$ cat src/rtl/intersection_request_scheduler.sv
// intersection_request_scheduler: conditions raw requests and offers one service at a time,
// preempt first then round-robin, with a hold-off after each completed service.
module intersection_request_scheduler #(
    parameter int NUM_REQ         = 4,
    parameter int DEBOUNCE_CYCLES = 100000,
    parameter int HOLDOFF_CYCLES  = 200000
) (
    input  logic                       clk,
    input  logic                       reset_n,
    input  logic [NUM_REQ-1:0]         req_raw,
    input  logic                       preempt_raw,
    input  logic                       fault,
    output logic                       svc_valid,
    output logic [$clog2(NUM_REQ)-1:0] svc_id,
    output logic                       svc_preempt,
    input  logic                       svc_ready,
    input  logic                       svc_done,
    output logic [NUM_REQ-1:0]         pending,
    output logic                       busy
);
    localparam int IW = $clog2(NUM_REQ);
    localparam int NI = NUM_REQ + 1;
    localparam int DW = $clog2(DEBOUNCE_CYCLES + 1);
    localparam int HW = $clog2(HOLDOFF_CYCLES + 1);

    typedef enum logic [2:0] {IDLE, OFFER, SERVING, HOLDOFF, FAULT} state_t;

    logic [NI-1:0] s1_q, s2_q, db_q, dbp_q, rise;
    logic [DW-1:0] cnt_q [NI];

    state_t            st_q, st_d;
    logic [IW-1:0]     sel_q, sel_d, lg_q, lg_d, rr, idx;
    logic              selp_q, selp_d, ppend_q, ppend_d, clrp;
    logic [NUM_REQ-1:0] pend_q, pend_d, clr;
    logic [HW-1:0]     hcnt_q, hcnt_d;

    // Bit NUM_REQ of the conditioning pipeline carries the preempt input.
    always_ff @(posedge clk or negedge reset_n) begin
        if (!reset_n) begin
            s1_q  <= '0;
            s2_q  <= '0;
            db_q  <= '0;
            dbp_q <= '0;
            for (int i = 0; i < NI; i++) cnt_q[i] <= '0;
        end else begin
            s1_q  <= {preempt_raw, req_raw};
            s2_q  <= s1_q;
            dbp_q <= db_q;
            for (int i = 0; i < NI; i++) begin
                if (s2_q[i] != db_q[i]) begin
                    if (cnt_q[i] == DW'(DEBOUNCE_CYCLES - 1)) begin
                        db_q[i]  <= s2_q[i];
                        cnt_q[i] <= '0;
                    end else begin
                        cnt_q[i] <= cnt_q[i] + 1'b1;
                    end
                end else begin
                    cnt_q[i] <= '0;
                end
            end
        end
    end

    assign rise = db_q & ~dbp_q;

    always_comb begin
        rr  = '0;
        idx = '0;
        // Descending scan so the nearest set bit after last_grant is written last.
        for (int k = NUM_REQ; k >= 1; k--) begin
            idx = IW'((int'(lg_q) + k) % NUM_REQ);
            if (pend_q[idx]) rr = idx;
        end
    end

    always_comb begin
        st_d   = st_q;
        sel_d  = sel_q;
        selp_d = selp_q;
        lg_d   = lg_q;
        hcnt_d = '0;
        clr    = '0;
        clrp   = 1'b0;
        case (st_q)
            IDLE: begin
                if (ppend_q || |pend_q) begin
                    st_d   = OFFER;
                    selp_d = ppend_q;
                    sel_d  = ppend_q ? '0 : rr;
                end
            end
            OFFER: if (svc_ready) st_d = SERVING;
            SERVING: begin
                if (svc_done && !fault) begin
                    st_d = HOLDOFF;
                    if (selp_q) begin
                        clrp = 1'b1;
                    end else begin
                        clr[sel_q] = 1'b1;
                        lg_d       = sel_q;
                    end
                end
            end
            HOLDOFF: begin
                hcnt_d = hcnt_q + 1'b1;
                if (ppend_q) begin
                    st_d   = OFFER;
                    selp_d = 1'b1;
                    sel_d  = '0;
                end else if (hcnt_q == HW'(HOLDOFF_CYCLES - 1)) begin
                    st_d = IDLE;
                end
            end
            FAULT:   st_d = HOLDOFF;
            default: st_d = IDLE;
        endcase
        if (fault) st_d = FAULT;
        pend_d  = (pend_q & ~clr) | rise[NUM_REQ-1:0];
        ppend_d = (ppend_q & ~clrp) | rise[NUM_REQ];
    end

    always_ff @(posedge clk or negedge reset_n) begin
        if (!reset_n) begin
            st_q    <= IDLE;
            sel_q   <= '0;
            selp_q  <= 1'b0;
            lg_q    <= IW'(NUM_REQ - 1);
            pend_q  <= '0;
            ppend_q <= 1'b0;
            hcnt_q  <= '0;
        end else begin
            st_q    <= st_d;
            sel_q   <= sel_d;
            selp_q  <= selp_d;
            lg_q    <= lg_d;
            pend_q  <= pend_d;
            ppend_q <= ppend_d;
            hcnt_q  <= hcnt_d;
        end
    end

    assign svc_valid   = st_q == OFFER;
    assign svc_id      = sel_q;
    assign svc_preempt = selp_q;
    assign busy        = st_q == SERVING;
    assign pending     = pend_q;
endmodule

$ cat config.mk
export PLATFORM = sky130hd
export DESIGN_NAME = intersection_request_scheduler
export DESIGN_NICKNAME = d
export VERILOG_FILES = /design/src/rtl/intersection_request_scheduler.sv
export SDC_FILE = /design/constraint.sdc
export NUM_CORES = 1
export LEC_CHECK = 0
export ABC_AREA = 1
export BUFFER_PORTS_ARGS = -buffer_cell sky130_fd_sc_hd__buf_4
export CORE_ASPECT_RATIO = 1.75
export CORE_UTILIZATION = 31
export CTS_CLUSTER_DIAMETER = 80
export DETAILED_ROUTE_END_ITERATION = 16
export PLACE_DENSITY_LB_ADDON = 0.12
export SLEW_MARGIN = 20
export SYNTH_ARGS = -nofsm -noshare
export SYNTH_HDL_FRONTEND = slang
export SYNTH_SLANG_ARGS = --single-unit
$ cat constraint.sdc
create_clock -name clk -period 1.5 [get_ports clk]
set_input_delay 0.3 -clock clk [delete_from_list [all_inputs] [get_ports clk]]
set_output_delay 0.3 -clock clk [all_outputs]
set_load 0.02 [all_outputs]
==> results.md, run 1 <==
- Count of final max-slew check failures: 0
- Crit path from: st_q[2]
- Total wire length after detailed routing: 18.0 mm
- P_int: between 6000 and 7000 uW
- Post-Place Cells: 1263
- Number of synthesized flops with an enable pin: 0
- Largest net degree at the start of global routing: 43
- Avg Cell Area, Syn: 7.97 um^2
- Die outline width: 118 um
- Power consumption: 9290 uW
- Residual DRC count: 0
- Share of the clock period used by the worst path after layout: 1.03
- Post-route minimum period: roughly 1.5 ns
- Aggregate global-route resource usage: 0.161
- Root buffer cell: clkbuf_16
- Register-to-register setup slack: 0.03 ns
- Number of global-route vias before repair: about 6500
- Cell Area, Placed: 0.00807 mm^2
- Routability-driven placement congestion ratio: 0.817
- Total power per unit cell area: between 1000 and 1500 mW/mm^2
- Rel. slew slack: 0.762
- Area leader, netlist: dfrtp_1
- Slew of the pin with the lowest slew margin: 0.356 ns
- Switching Fraction: 0.278
- Num Clock Sinks: 136
- DRT antenna net count: 0
- Detailed-router iteration count before antenna repair: 4
- Post-synth top flop: dfrtp_1
- CP startpoint kind: flip-flop
- Summed area of non-filler cells in the final layout: approximately 0.0091 mm^2
- Cell variety after synth: 39
- Worst r2r dst: cnt_q[12]
- Netlist Area Pre-Place: between 0.007 and 0.008 mm^2
- Setup violators final: 2
- CTS tree: done
- Number of DRC markers after the initial detailed-route iteration: 234
- Data required time at the worst endpoint: 1.20 ns
- Placeable core area: ~0.023 mm^2
- Most frequent cells after synthesis: nor2_1, nand2_1, dfrtp_1, inv_1, nand3_1
- Std cell rows: 73
- Die Outline Area: 0.0240 mm^2
- Combinational share of power: 0.136
- Global-route wire length before repair: 30.4 mm
- Via count: between 6000 and 7000
- Leftover overflow at the end of global routing: 0
- Final HPWL from detailed placement: 13.7 mm
- Result of the run: finished with violations
- Leakage power: 0.00388 uW
- Most area-consuming cells after synthesis: dfrtp_1, nor2_1, nand2_1, inv_1, xor2_1
- Top fanout value on the critical path: 3
- Fin nets: 1023
- Clock share of power: 0.428
- Worst Setup Slack post-DPL: between 0.009 and 0.01 ns
- Gate Count Post-Synth: 909
- Switching pwr: 2580 uW
- Antenna fix cells: 0
- Maximum buffer depth of the clock tree: 2
- Layout cells sized above 1: 0.205
- Flip-flop and latch count after synthesis: between 100 and 150
- Source-to-sink clock delay at the later pin of the worst-skew pair: 0.43 ns
- Top-area cell type share of the netlist area: 0.463
- Worst min path class: in -> async
- Setup repair after global routing missed its margin: yes
- Peak supply drop: 0.000776 V
- Worst setup path class: reg -> out
- Area overhead of the layout relative to synthesis: 25.4%
- I/O pin count: 19
- Drt wl/cell: about 14 um
- Max frequency: roughly 650 MHz
- Post-route worst setup slack: -0.0415 ns
- Register area share after synthesis: 0.470
- Number of max-cap violations: 0
- Type of element capturing the critical path: output port
- Clock H-tree levels: 4
- Most used standard cell by instance count after synthesis: nor2_1
- Number of buffers inserted during clock tree synthesis: 17
- Worst r2r src: cnt_q[0]
- Final non-filler cell total: 1320
- Clk pin slew, worst setup/hold paths: about 0.060 ns
- Violated checks: negative setup slack
- Number of warnings issued by yosys: 0
- Initial antenna violation count: 0
- Post-DR vias/cell: 4.67
- Worst-case reg-to-reg path depth: 9
- Worst Clk Skew: ~0.0064 ns
- Count of port buffers added during placement: 18
- Initial cell density of the core: 0.317
- Portion of total power attributed to sequential cells: 0.436
- Arrival time of the worst setup path: 1.24 ns
- FFs w/ async S/R, synth: 1.00
- Height of the die: between 200 and 250 um
- Number of failing hold endpoints at the final stage: 0
- Synthesized net count: 925
-- through the flow --
stage          setup TNS [ns]  hold WS, ns  utilization
2_1_floorplan               0      0.00441            -
3_3_place_gp                0        0.123        0.353
3_5_place_dp                0        0.126        0.353
4_1_cts                -0.132        0.230        0.383
5_1_grt                -0.565        0.239        0.398
6_report              -0.0683        0.248        0.398
-- per-layer routing --
metal  part of all wire  GRT usage
met5                  0          0
met4              0.030     0.0806
met3              0.031     0.0349
met2               0.57      0.318
met1               0.37      0.155
-- flip-flops by register name, indices dropped and copies added (netlist names) --
signal,cells
cnt_q,85
lg_q,2
s1_q,5
dbp_q,5
svc_id,2
pending,4
st_q,3
s2_q,5
db_q,5
ppend_q,1
hcnt_q,18
svc_preempt,1
-- cell type report --
| type | instances | area, um^2 |
|---|---|---|
| Fill cell | 2408 | 13800 |
| Multi-Input combinational cell | 642 | 3560 |
| Sequential cell | 136 | 3410 |
| Timing Repair Buffer | 81 | 691 |
| Inverter | 129 | 484 |
| Clock buffer | 20 | 457 |
| Tap cell | 300 | 375 |
| Clock inverter | 12 | 103 |
-- cell usage in the layout, fill, tap and decap left out, types with 2 or more instances in the layout --
master,Yosys,routed
nor3_4,1,7
nor2_4,7,15
nand3_1,69,65
dlygate4sd3_1,0,7
nor3b_2,2,2
nand2_4,3,5
dfrtp_2,0,3
or2_2,2,2
clkinv_4,0,2
nand3_4,2,2
nor3_2,8,5
inv_2,11,13
o21ai_0,15,13
xor2_1,42,42
clkinvlp_4,0,4
nor3b_1,7,6
a21oi_1,25,22
ha_2,0,5
buf_4,0,66
buf_12,0,4
buf_6,1,4
clkbuf_16,0,17
nor2_2,10,9
nor2_1,163,156
a211oi_1,4,4
clkbuf_8,0,2
dfrtp_1,134,131
inv_1,118,116
a21oi_2,0,3
dfstp_2,2,2
o21a_1,3,3
nor3_1,34,31
nand4_1,49,49
o21ai_1,8,9
nand2_2,11,19
nand3_2,2,6
or2_1,2,2
clkinv_2,0,5
nand2_1,158,149
-- how the worst max path moves through the flow --
stage	endpoint	cells after the start	slack, ns
final	busy	4	-0.04
after floorplan	st_q[1]	9	0.13
after global placement	svc_id[1]	9	0.003
after global routing	busy	4	-0.11
after CTS	busy	4	-0.08
after detailed placement	svc_id[1]	9	0.009
-- timing repair --
item	CTS	global route
hold buffers	7	0
buffers inserted	5	12
endpoints found under the hold margin	118	0
gates resized for setup	5	58
setup endpoints to repair	4	52
pin swaps	1	22
cloned	0	1
-- cell families (layout without fill, tap and decap cells) --
family                     after synthesis  in the layout  synth area share
xor gates and xnor gates                44             44            0.0542
AOI/OAI and AO/OA                       61             61            0.0470
buffers and inverters                  132            242            0.0696
adders and majority gates                6              6            0.0104
DFF                                    136            136             0.470
and+or+nand+nor                        530            531             0.349
-- power by group through the flow --
stage	clock (uW)	sequential (uW)	combinational, uW
after global placement	0	4140	1120
after global routing	4250	4070	1450
after floorplan	0	4120	680
after detailed placement	0	4130	1130
final	3970	4050	1260
after CTS	4120	4040	1240
-- worst max-delay path: stages, from the launching register on --
cell,delay [ns]
dfrtp_1,0.43
inv_2,0.09
nand2_2,0.06
nor2_4,0.12
buf_6,0.12
Note: power is estimated with default switching activity, not from simulation.
==> run 2: changes to the inputs <==
CELL_PAD_IN_SITES_DETAIL_PLACEMENT = 1   (was default)
CELL_PAD_IN_SITES_GLOBAL_PLACEMENT = 2   (was default)
==> run 2 against run 1 <==
  * The flow still finishes with violations (negative setup slack)
  * Cell count is 2.0% higher
  * Clock power is 8.1% higher
  * Sequential share of layout area is 1.2 points lower
  * Register-to-register slack hardly changed
  * Total power is 4.3% higher
  * Critical path depth stayed put
  * Largest power group is now clock
==> results.md, run 2 (synthesis gave the netlist of run 1 again) <==
- Result of the run: finished with violations
- Violated checks: negative setup slack
- Slew of the pin with the lowest slew margin: around 0.36 ns
- I/O pin count: 19
- Die outline width: between 100 and 150 um
- Number of failing hold endpoints at the final stage: 0
- Number of global-route vias before repair: approximately 7000
- Area overhead of the layout relative to synthesis: 29.5%
- Maximum buffer depth of the clock tree: 2
- Fill cells: 2765
- CTS tree: done
- Total wire length after detailed routing: 20.6 mm
- DRT antenna net count: 0
- Most common cell after layout, fill and taps aside: nor2_1
- Count of buffer and inverter cells on the critical path: 2
- Height of the die: approximately 200 um
- Layout cells sized above 1: 0.230
- Routability-driven placement congestion ratio: 0.764
- Worst-case reg-to-reg path depth: 8
- Max frequency: between 600 and 700 MHz
- Post-Place Cells: about 1300
- Worst r2r src: st_q[2]
- Final non-filler cell total: 1346
- Worst slack on hold paths: between 0.3 and 0.4 ns
- Initial antenna violation count: 0
- Clock H-tree levels: 4
- Setup repair after global routing missed its margin: yes
- Worst min path class: in -> reg
- Worst r2r dst: pending[1]
- Fin nets: roughly 1000
- Source-to-sink clock delay at the later pin of the worst-skew pair: around 0.44 ns
- Register with the most flip-flops: cnt_q
- Slowest stage delay, CP: 0.44 ns
- Post-route worst setup slack: -0.0316 ns
- Initial cell density of the core: 0.317
- Total power per unit cell area: roughly 1000 mW/mm^2
- Count of port buffers added during placement: 18
- Share of the clock period used by the worst path after layout: 1.02
- Drt wl/cell: 15.3 um
- Clk pin slew, worst setup/hold paths: 0.06 ns
- Residual DRC count: 0
- Antenna fix cells: 0
- Number of flip-flops in the largest register: 85
- Num Clock Sinks: between 100 and 150
- Number of DRC markers after the initial detailed-route iteration: around 160
- CP startpoint kind: flip-flop
- Via count: 6384
- Leftover overflow at the end of global routing: 0
- Std cell rows: 73
- Count of final max-slew check failures: 0
- Worst setup path class: reg -> out
- Critical path's top delay family: flip-flops
- Top fanout value on the critical path: 3
- Detailed-router iteration count before antenna repair: 4
- Leakage power: roughly 0.004 uW
- Post-DR vias/cell: 4.74
- Summed negative setup slack over all endpoints: -0.0590 ns
- Arrival time of the worst setup path: 1.23 ns
- Setup violators final: 2
- Number of max-cap violations: 0
- Placeable core area: 0.0228 mm^2
- Aggregate global-route resource usage: 0.187
- Highest-count cells in the layout ignoring fill and taps: nor2_1, nand2_1, dfrtp_1
- Register-to-register setup slack: 0.02 ns
- Largest net degree at the start of global routing: 47
- Global-route wire length before repair: approximately 35 mm
- Crit path from: st_q[2]
- Peak supply drop: about 0.0008 V
- Die Outline Area: approximately 0.024 mm^2
- Root buffer cell: clkbuf_16
- Ordered list of cells on the worst path: inv_2 -> nand2_1 -> nor2_2 -> buf_6
- Worst Clk Skew: 0.00779 ns
- Worst Setup EP: busy
- Final HPWL from detailed placement: 15.8 mm
- Rel. slew slack: 0.757
- Cell at the slowest stage of the critical path: dfrtp_2
- Type of element capturing the critical path: output port
- Data required time at the worst endpoint: 1.20 ns
- Post-route minimum period: 1.53 ns
- Leading registers by flop count: cnt_q (85), hcnt_q (18)
- Worst path depth: 4
- Number of buffers inserted during clock tree synthesis: 17
==> run 2: changes by cell type in the layout (fill, tap and decap cells not counted), sizes merged <==
cell and change:
buf +26, clkbuf -2, clkinvlp +1, bufinv +2, clkinv -1
==> run 2: worst reg2reg max path, cell delays in order, from the launching register on <==
cell     delay (ns)
dfrtp_2        0.44
inv_2          0.06
buf_4          0.13
nand3_2        0.11
nor3_4         0.23
buf_4          0.16
nand2_1        0.05
o21ai_1        0.13
o21ai_1        0.07
==> run 2: through the flow <==
stage	total power, uW	setup WS [ns]	util	area, um^2
2_1_floorplan	4800	0.132	-	7240
3_3_place_gp	5330	0.00945	0.362	8260
3_5_place_dp	5330	-0.0221	0.362	8260
4_1_cts	9760	-0.0860	0.394	9010
5_1_grt	10200	-0.107	0.411	9380
6_report	9690	-0.0316	0.411	9380
==> run 2: worst min-delay path by stage <==
stage	startpoint	to	slack, ns	depth (start not counted)
global placement	reset_n	hcnt_q[11]	0.31	2
global route	svc_done	ppend_q	0.35	4
finish	svc_done	ppend_q	0.31	4
floorplan	reset_n	cnt_q[0]	0.004	0
CTS	svc_done	ppend_q	0.31	4
detailed placement	reset_n	hcnt_q[11]	0.30	2
==> run 2: area by class of cell <==
| type | instances | area [um^2] | area share |
|---|---|---|---|
| Inverter | 129 | 484 | 0.0516 |
| Tap cell | 300 | 375 | 0.0400 |
| Clock inverter | 14 | 158 | 0.0168 |
| Timing Repair Buffer | 107 | 911 | 0.0971 |
| Clock buffer | 18 | 429 | 0.0457 |
| Multi-Input combinational cell | 642 | 3610 | 0.385 |
| Sequential cell | 136 | 3410 | 0.364 |
==> run 2: power breakdown <==
part           total (uW)  switching [uW]  leakage [uW]  internal (uW)
sequential           4070             222       0.00182           3850
clock                4290            1700      0.000277           2590
combinational        1330             804       0.00194            522
total                9690            2730       0.00404           6960
==> run 2: routing by layer <==
layer / routed length, um / track usage / up-vias
met1: 7510 / 0.179 / 3115
li1: - / - / 3188
met2: 12200 / 0.381 / 55
met4: 457 / 0.0806 / 0
met3: 404 / 0.0321 / 26
met5: 0 / 0 / -
==> run 2: timing repair <==
item / in CTS / in global routing
endpoints found under the setup margin: 4 / 64
buffers inserted: 6 / 13
hold endpoints to repair: 140 / 0
pin swaps: 3 / 27
gates resized for setup: 8 / 63
hold buffers: 7 / 0
gates cloned: 0 / 1
